<file path="config.mk">
export PLATFORM = sky130hd
export DESIGN_NAME = alu_result_fifo
export DESIGN_NICKNAME = d
export VERILOG_FILES = /design/src/rtl/alu_result_fifo.sv
export SDC_FILE = /design/constraint.sdc
export NUM_CORES = 1
export LEC_CHECK = 0
export CAP_MARGIN = 10
export CORE_ASPECT_RATIO = 1.2
export CORE_UTILIZATION = 32
export DETAILED_ROUTE_END_ITERATION = 10
export PLACE_DENSITY = 0.61
export SLEW_MARGIN = 30
export SYNTH_ARGS = -nofsm -noshare
export SYNTH_HDL_FRONTEND = slang
export SYNTH_SLANG_ARGS = --single-unit
</file>
<file path="constraint.sdc">
create_clock -name clk -period 6.9 [get_ports clk]
set_clock_uncertainty 0.1 [all_clocks]
set_input_delay 1.035 -clock clk [delete_from_list [all_inputs] [get_ports clk]]
set_output_delay 1.035 -clock clk [all_outputs]
set_load 0.05 [all_outputs]
</file>
<file path="src/rtl/alu_result_fifo.sv">
// alu_result_fifo: capture stage behind the add/sub ALU.
// Each accepted ALU result is stored with its derived zero and carry flags in a DEPTH-entry
// circular buffer. The buffer drains over a valid/ready stream.
// Ports:
//   clk, rst_n                 clock and asynchronous active-low reset
//   in_valid / in_ready        upstream handshake (in_ready = not full)
//   alu_out, alu_carry,        ALU result, carry and op select, sampled on push
//   alu_sub
//   out_valid / out_ready      downstream handshake for the head entry
//   out_data, out_carry,       head entry fields; while empty they hold the last popped entry
//   out_zero, out_sub
//   count                      entries currently held
//   total_cnt                  accepted pushes, wraps modulo 2^16
module alu_result_fifo #(
  parameter int unsigned BITS  = 8,
  parameter int unsigned DEPTH = 4
) (
  input  logic                       clk,
  input  logic                       rst_n,
  input  logic                       in_valid,
  output logic                       in_ready,
  input  logic [BITS-1:0]            alu_out,
  input  logic                       alu_carry,
  input  logic                       alu_sub,
  output logic                       out_valid,
  input  logic                       out_ready,
  output logic [BITS-1:0]            out_data,
  output logic                       out_carry,
  output logic                       out_zero,
  output logic                       out_sub,
  output logic [$clog2(DEPTH):0]     count,
  output logic [15:0]                total_cnt
);

  localparam int unsigned PtrW = $clog2(DEPTH);
  localparam int unsigned CntW = PtrW + 1;

  logic [BITS-1:0] data_mem  [DEPTH];
  logic            carry_mem [DEPTH];
  logic            zero_mem  [DEPTH];
  logic            sub_mem   [DEPTH];

  logic [PtrW-1:0] wr_ptr_q, wr_ptr_d;
  logic [PtrW-1:0] rd_ptr_q, rd_ptr_d;
  logic [CntW-1:0] count_q, count_d;
  logic [15:0]     total_q, total_d;

  // Fields of the most recently popped entry, shown while the buffer is empty.
  logic [BITS-1:0] last_data_q;
  logic            last_carry_q, last_zero_q, last_sub_q;

  logic push, pop;
  logic entry_carry, entry_zero;

  assign in_ready  = (count_q != CntW'(DEPTH));
  assign out_valid = (count_q != '0);
  assign push      = in_valid && in_ready;
  assign pop       = out_valid && out_ready;

  // Carry out of a subtract is meaningless to the consumer, so it is stored as 0.
  assign entry_carry = alu_sub ? 1'b0 : alu_carry;
  assign entry_zero  = (alu_out == '0);

  always_comb begin
    wr_ptr_d = wr_ptr_q;
    rd_ptr_d = rd_ptr_q;
    count_d  = count_q;
    total_d  = total_q;
    if (push) begin
      wr_ptr_d = (wr_ptr_q == PtrW'(DEPTH - 1)) ? '0 : wr_ptr_q + 1'b1;
      total_d  = total_q + 16'd1;
    end
    if (pop) begin
      rd_ptr_d = (rd_ptr_q == PtrW'(DEPTH - 1)) ? '0 : rd_ptr_q + 1'b1;
    end
    if (push && !pop) begin
      count_d = count_q + 1'b1;
    end else if (pop && !push) begin
      count_d = count_q - 1'b1;
    end
  end

  always_ff @(posedge clk or negedge rst_n) begin
    if (!rst_n) begin
      wr_ptr_q <= '0;
      rd_ptr_q <= '0;
      count_q  <= '0;
      total_q  <= '0;
    end else begin
      wr_ptr_q <= wr_ptr_d;
      rd_ptr_q <= rd_ptr_d;
      count_q  <= count_d;
      total_q  <= total_d;
    end
  end

  always_ff @(posedge clk or negedge rst_n) begin
    if (!rst_n) begin
      for (int i = 0; i < DEPTH; i++) begin
        data_mem[i]  <= '0;
        carry_mem[i] <= 1'b0;
        zero_mem[i]  <= 1'b0;
        sub_mem[i]   <= 1'b0;
      end
    end else begin
      for (int i = 0; i < DEPTH; i++) begin
        if (push && (wr_ptr_q == PtrW'(i))) begin
          data_mem[i]  <= alu_out;
          carry_mem[i] <= entry_carry;
          zero_mem[i]  <= entry_zero;
          sub_mem[i]   <= alu_sub;
        end
      end
    end
  end

  always_ff @(posedge clk or negedge rst_n) begin
    if (!rst_n) begin
      last_data_q  <= '0;
      last_carry_q <= 1'b0;
      last_zero_q  <= 1'b0;
      last_sub_q   <= 1'b0;
    end else if (pop) begin
      last_data_q  <= data_mem[rd_ptr_q];
      last_carry_q <= carry_mem[rd_ptr_q];
      last_zero_q  <= zero_mem[rd_ptr_q];
      last_sub_q   <= sub_mem[rd_ptr_q];
    end
  end

  always_comb begin
    out_data  = last_data_q;
    out_carry = last_carry_q;
    out_zero  = last_zero_q;
    out_sub   = last_sub_q;
    if (out_valid) begin
      out_data  = data_mem[rd_ptr_q];
      out_carry = carry_mem[rd_ptr_q];
      out_zero  = zero_mem[rd_ptr_q];
      out_sub   = sub_mem[rd_ptr_q];
    end
  end

  assign count     = count_q;
  assign total_cnt = total_q;

endmodule

</file>
==> impl.org <==
** Detailed routing
- Dividing the detail-routed wire length by the instance count gives 16.5 um.
- For this run, design rule violations remaining after detail routing come to 0.
- Total number of vias :: 2142
- Using the TritonRoute via totals, the vias-per-cell ratio works out to 4.92.
- Post-route ant nets :: 0
- For this block, the initial DRC count from the detailed router was 65.
- After detailed routing, the total wire length is 7170 um.
- First drt pass iteration count :: 4

** Pwr
- Internal power comes to 1.55 mW.
- Gate power share :: 0.463
- Leakage Power :: 1.92 nW
- Power share of the sequential group :: 0.322
- Overall power after layout :: 2.49 mW
- Of the total power, the clock network draws 0.215.
- In this run the power spent charging and discharging nets is 0.941 mW.
- IR analysis of the VDD net gives a maximum drop of 228 uV.
- Switching Fraction :: 0.377
- Total power per unit cell area :: 551 mW/mm^2

** Final layout
- Layout overhead on the synthesized area :: 24.4%
- Final Cell Area :: 0.00453 sq mm
- Net count, final :: 321
- Antenna diode instance count :: 0
- For this run, the number of standard cells in the final layout without fillers is 435.
- Share of final-layout standard cells stronger than drive strength 1 :: 0.300

** Clock network
- CTS tree :: yes
- The H-tree was split into 3 levels.
- Number of hold buffers added after CTS :: 0
- Post-CTS sizing :: 0
- At the later pin of the worst-skew pair, clock insertion delay measures 0.33 ns.
- Clock-pin slew was measured on the worst setup and hold paths at 0.06 ns.
- Buffer depth of the longest clock path :: 2
- Number of buffers added by the clock tree synthesis step :: 9
- CTS placed an instance of clkbuf_16 at the clock tree root.
- Number of post-CTS setup repair buffers :: 0
- Clk sink count :: 78

** Min path
- The path with the worst hold slack has its endpoint at carry_mem[0].
- Critical hold path startpoint :: carry_mem[0]
- Worst min path class :: flop to flop
- The worst hold path passes through 2 cells.

** Worst setup path
- In this run the worst path has a maximum fanout of 14.
- The worst setup path is launched from a flop.
- STA classifies the critical path endpoint as a primary output.
- The worst setup path is of the flop to primary output kind.
- Cells along the critical path :: mux4_1 > mux2_2 > clkdlybuf4s50_1
- The endpoint identified for the worst register-to-register timing path is count[2].
- Measured in cells, the most critical reg-to-reg path has a length of 8.
- The slowest stage of the critical path is the dfrtp_1 cell.
- Data on the critical path is required at its endpoint by 5.76 ns.
- The worst register-to-register path has a setup slack of 4.03 ns.
- The number of buffers and inverters on the critical path is 1.
- Startpoint of the most critical register-to-register path :: count[1]
- On the worst path, the slowest cell contributes a delay of 0.87 ns.
- The critical path crosses 3 cells after its start point.
- Cell family contributing the most delay on the critical path :: multiplexers
- Data arrival time of the worst path :: 2.86 ns

** Flow run
- Max-cap violations :: 0

** STA
- Setup violations remaining at the end of the flow were counted as 0.
- For the pin with the worst max-slew slack, the measured transition is 0.819 ns.
- Fin Hold WS :: 0.376 ns
- Counting I/O delays and the setup requirement, the final critical path takes 3.99 ns.
- Setup repair after global routing left no endpoint under its margin.
- In the final timing run, aggregate negative setup slack is 0 ns.
- Slew Viols, Final :: 0
- In the finished design, the share of the clock period the worst path needs comes to 0.579.
- Relative max-transition margin :: 0.454
- Hold violation count in the final report :: 0
- Based on the critical path, the design can be clocked at up to 0.250 GHz.

** Die
- Die area :: 0.0118 sq mm
- 46 I/O pins were placed.
- Die height :: 119 um
- Number of core rows :: 42
- The die is 99.4 um wide.
- For this configuration, the core starts out at a cell density of 0.330.
- Core ar. :: 0.0110 sq mm

** Logic synthesis
- Cell type contributing the most total cell area after synthesis :: dfrtp_1
- Dividing the synthesized area by the synthesized cell count gives 14.5 sq um.
- Cells taking the most area after synthesis :: dfrtp_1 (54%), mux2_2 (16%), mux4_2 (6.2%), mux2_4 (3.7%), xnor2_1 (3.1%)
- After synthesis the netlist holds a flip-flop and latch count of 78.
- Nets in the synthesized netlist :: 274
- The cell area that synthesis handed to floorplanning was 0.00364 sq mm.
- For this run, the number of Yosys warnings is 0.
- Yosys mapped the design onto 33 distinct sky130hd cell types.
- Proportion of netlist area held by the largest area contributor :: 0.536
- Of the synthesized area, sequential elements account for 0.536.
- Cell count after synthesis :: 252

** GRT
- The number of global-route vias before repair came to 2352.
- Antenna violations before repair :: 0
- Global-route usage over all layers :: 0.134
- Maximum number of pins on one net before global-route repair :: 46
- Sum of overflow across all layers after global routing :: 0
- The first global-routing pass estimated 12000 um of wire.

** Placement
- DP Area :: 0.00419 sq mm
- After legalization and detailed placement, the total HPWL measured 4750 um.
- Input and output buffers added on the ports amount to 45.
- Weighted congestion at the end of routability-driven global placement :: 0.721
- Counting tap cells, the placed design contains a total of 420 instances.

** Status
- Result of the run :: finished clean
## power by group through the flow
stage / clock network (mW) / registers (mW) / logic [mW]
6_report: 0.536 / 0.805 / 1.15
2_1_floorplan: 0 / 0.844 / 0.828
5_1_grt: 0.562 / 0.837 / 1.23
4_1_cts: 0.547 / 0.809 / 1.17
3_5_place_dp: 0 / 0.814 / 1.17
3_3_place_gp: 0 / 0.804 / 1.15
## routing by layer
layer / global-route usage / vias to the layer above / share of wire
met5: 0 / - / 0
met4: 0.0607 / 0 / 0.021
met3: 0.0311 / 10 / 0.035
met2: 0.225 / 38 / 0.50
met1: 0.164 / 1092 / 0.45
li1: - / 1002 / -
## flip-flops by register name, summed over array words and instances (netlist names)
register	cells
data_mem	32
total_cnt	16
last_data_q	8
carry_mem	4
sub_mem	4
zero_mem	4
count	3
rd_ptr_q	2
wr_ptr_q	2
last_carry_q	1
last_sub_q	1
last_zero_q	1
## placed cells by master (no fill, tap or decap), drive strengths merged
cell type,n
dfrtp,78
mux2,61
clkdlybuf4s50,44
nand2,16
xnor2,13
mux4,11
clkbuf,11
nand3,8
o21ai,8
ha,7
nand4,6
inv,6
xor2,5
nor2,4
and3,4
nor4,3
bufinv,3
and2,2
nor3,2
mux2i,2
buf,2
or3,1
nor3b,1
and4,1
nand2b,1
a21o,1
fa,1
clkinv,1
## final cells by class
type	count	area, sq um
Sequential cell	78	1950
Clock inverter	4	95.1
Clock buffer	11	243
Multi-Input combinational cell	158	1580
Inverter	6	22.5
Timing Repair Buffer	46	475
Tap cell	132	165
Fill cell	1060	6510
## cells in the mapped netlist
library cell / count
ha_1: 7
mux4_2: 10
inv_1: 5
a21o_1: 1
clkbuf_1: 1
fa_1: 1
and4_1: 1
nor3_1: 2
xor2_1: 5
buf_6: 4
and3_4: 1
or3_1: 1
nand2b_1: 1
nand3_1: 8
and3_1: 3
nand4_1: 6
nor3b_4: 1
nand2_1: 15
nand2_4: 1
mux2i_1: 2
buf_8: 1
inv_2: 1
mux4_1: 1
mux2_4: 9
nor4_1: 3
buf_4: 3
and2_1: 2
dfrtp_1: 78
nor2_1: 4
buf_2: 1
xnor2_1: 13
mux2_2: 52
o21ai_0: 8
## cell families after synthesis
family,after synthesis,share of synthesized area
simple gates,49,0.0745
mux,74,0.272
compound gates,9,0.0131
flops,78,0.536
fa+ha+maj,8,0.0295
xor+xnor,18,0.0433
buf+inv,16,0.0313
## worst register-to-register path: stages, from the launching register on
cell and delay [ns]:
dfrtp_1 0.46, or3_1 0.72, nand2_4 0.38, ha_1 0.25
inv_1 0.06, fa_1 0.37, xor2_1 0.17, nor2_1 0.13
xor2_1 0.15
## stage by stage
| stage | utilization | setup WS [ns] |
|---|---|---|
| finish | 0.410 | 2.91 |
| global placement | 0.377 | 3.24 |
| global route | 0.410 | 2.76 |
| CTS | 0.410 | 2.83 |
| detailed placement | 0.380 | 3.21 |
| floorplan | - | 4.02 |
## worst max path at each step
stage,endpoint,startpoint,slack (ns)
CTS,out_data[7],rd_ptr_q[0],2.83
global placement,out_data[7],rd_ptr_q[0],3.24
finish,out_data[7],rd_ptr_q[0],2.91
floorplan,out_data[0],count[1],4.02
global route,out_data[7],rd_ptr_q[0],2.76
detailed placement,out_data[7],rd_ptr_q[0],3.21
No activity file was read; power rests on OpenSTA's default activity.
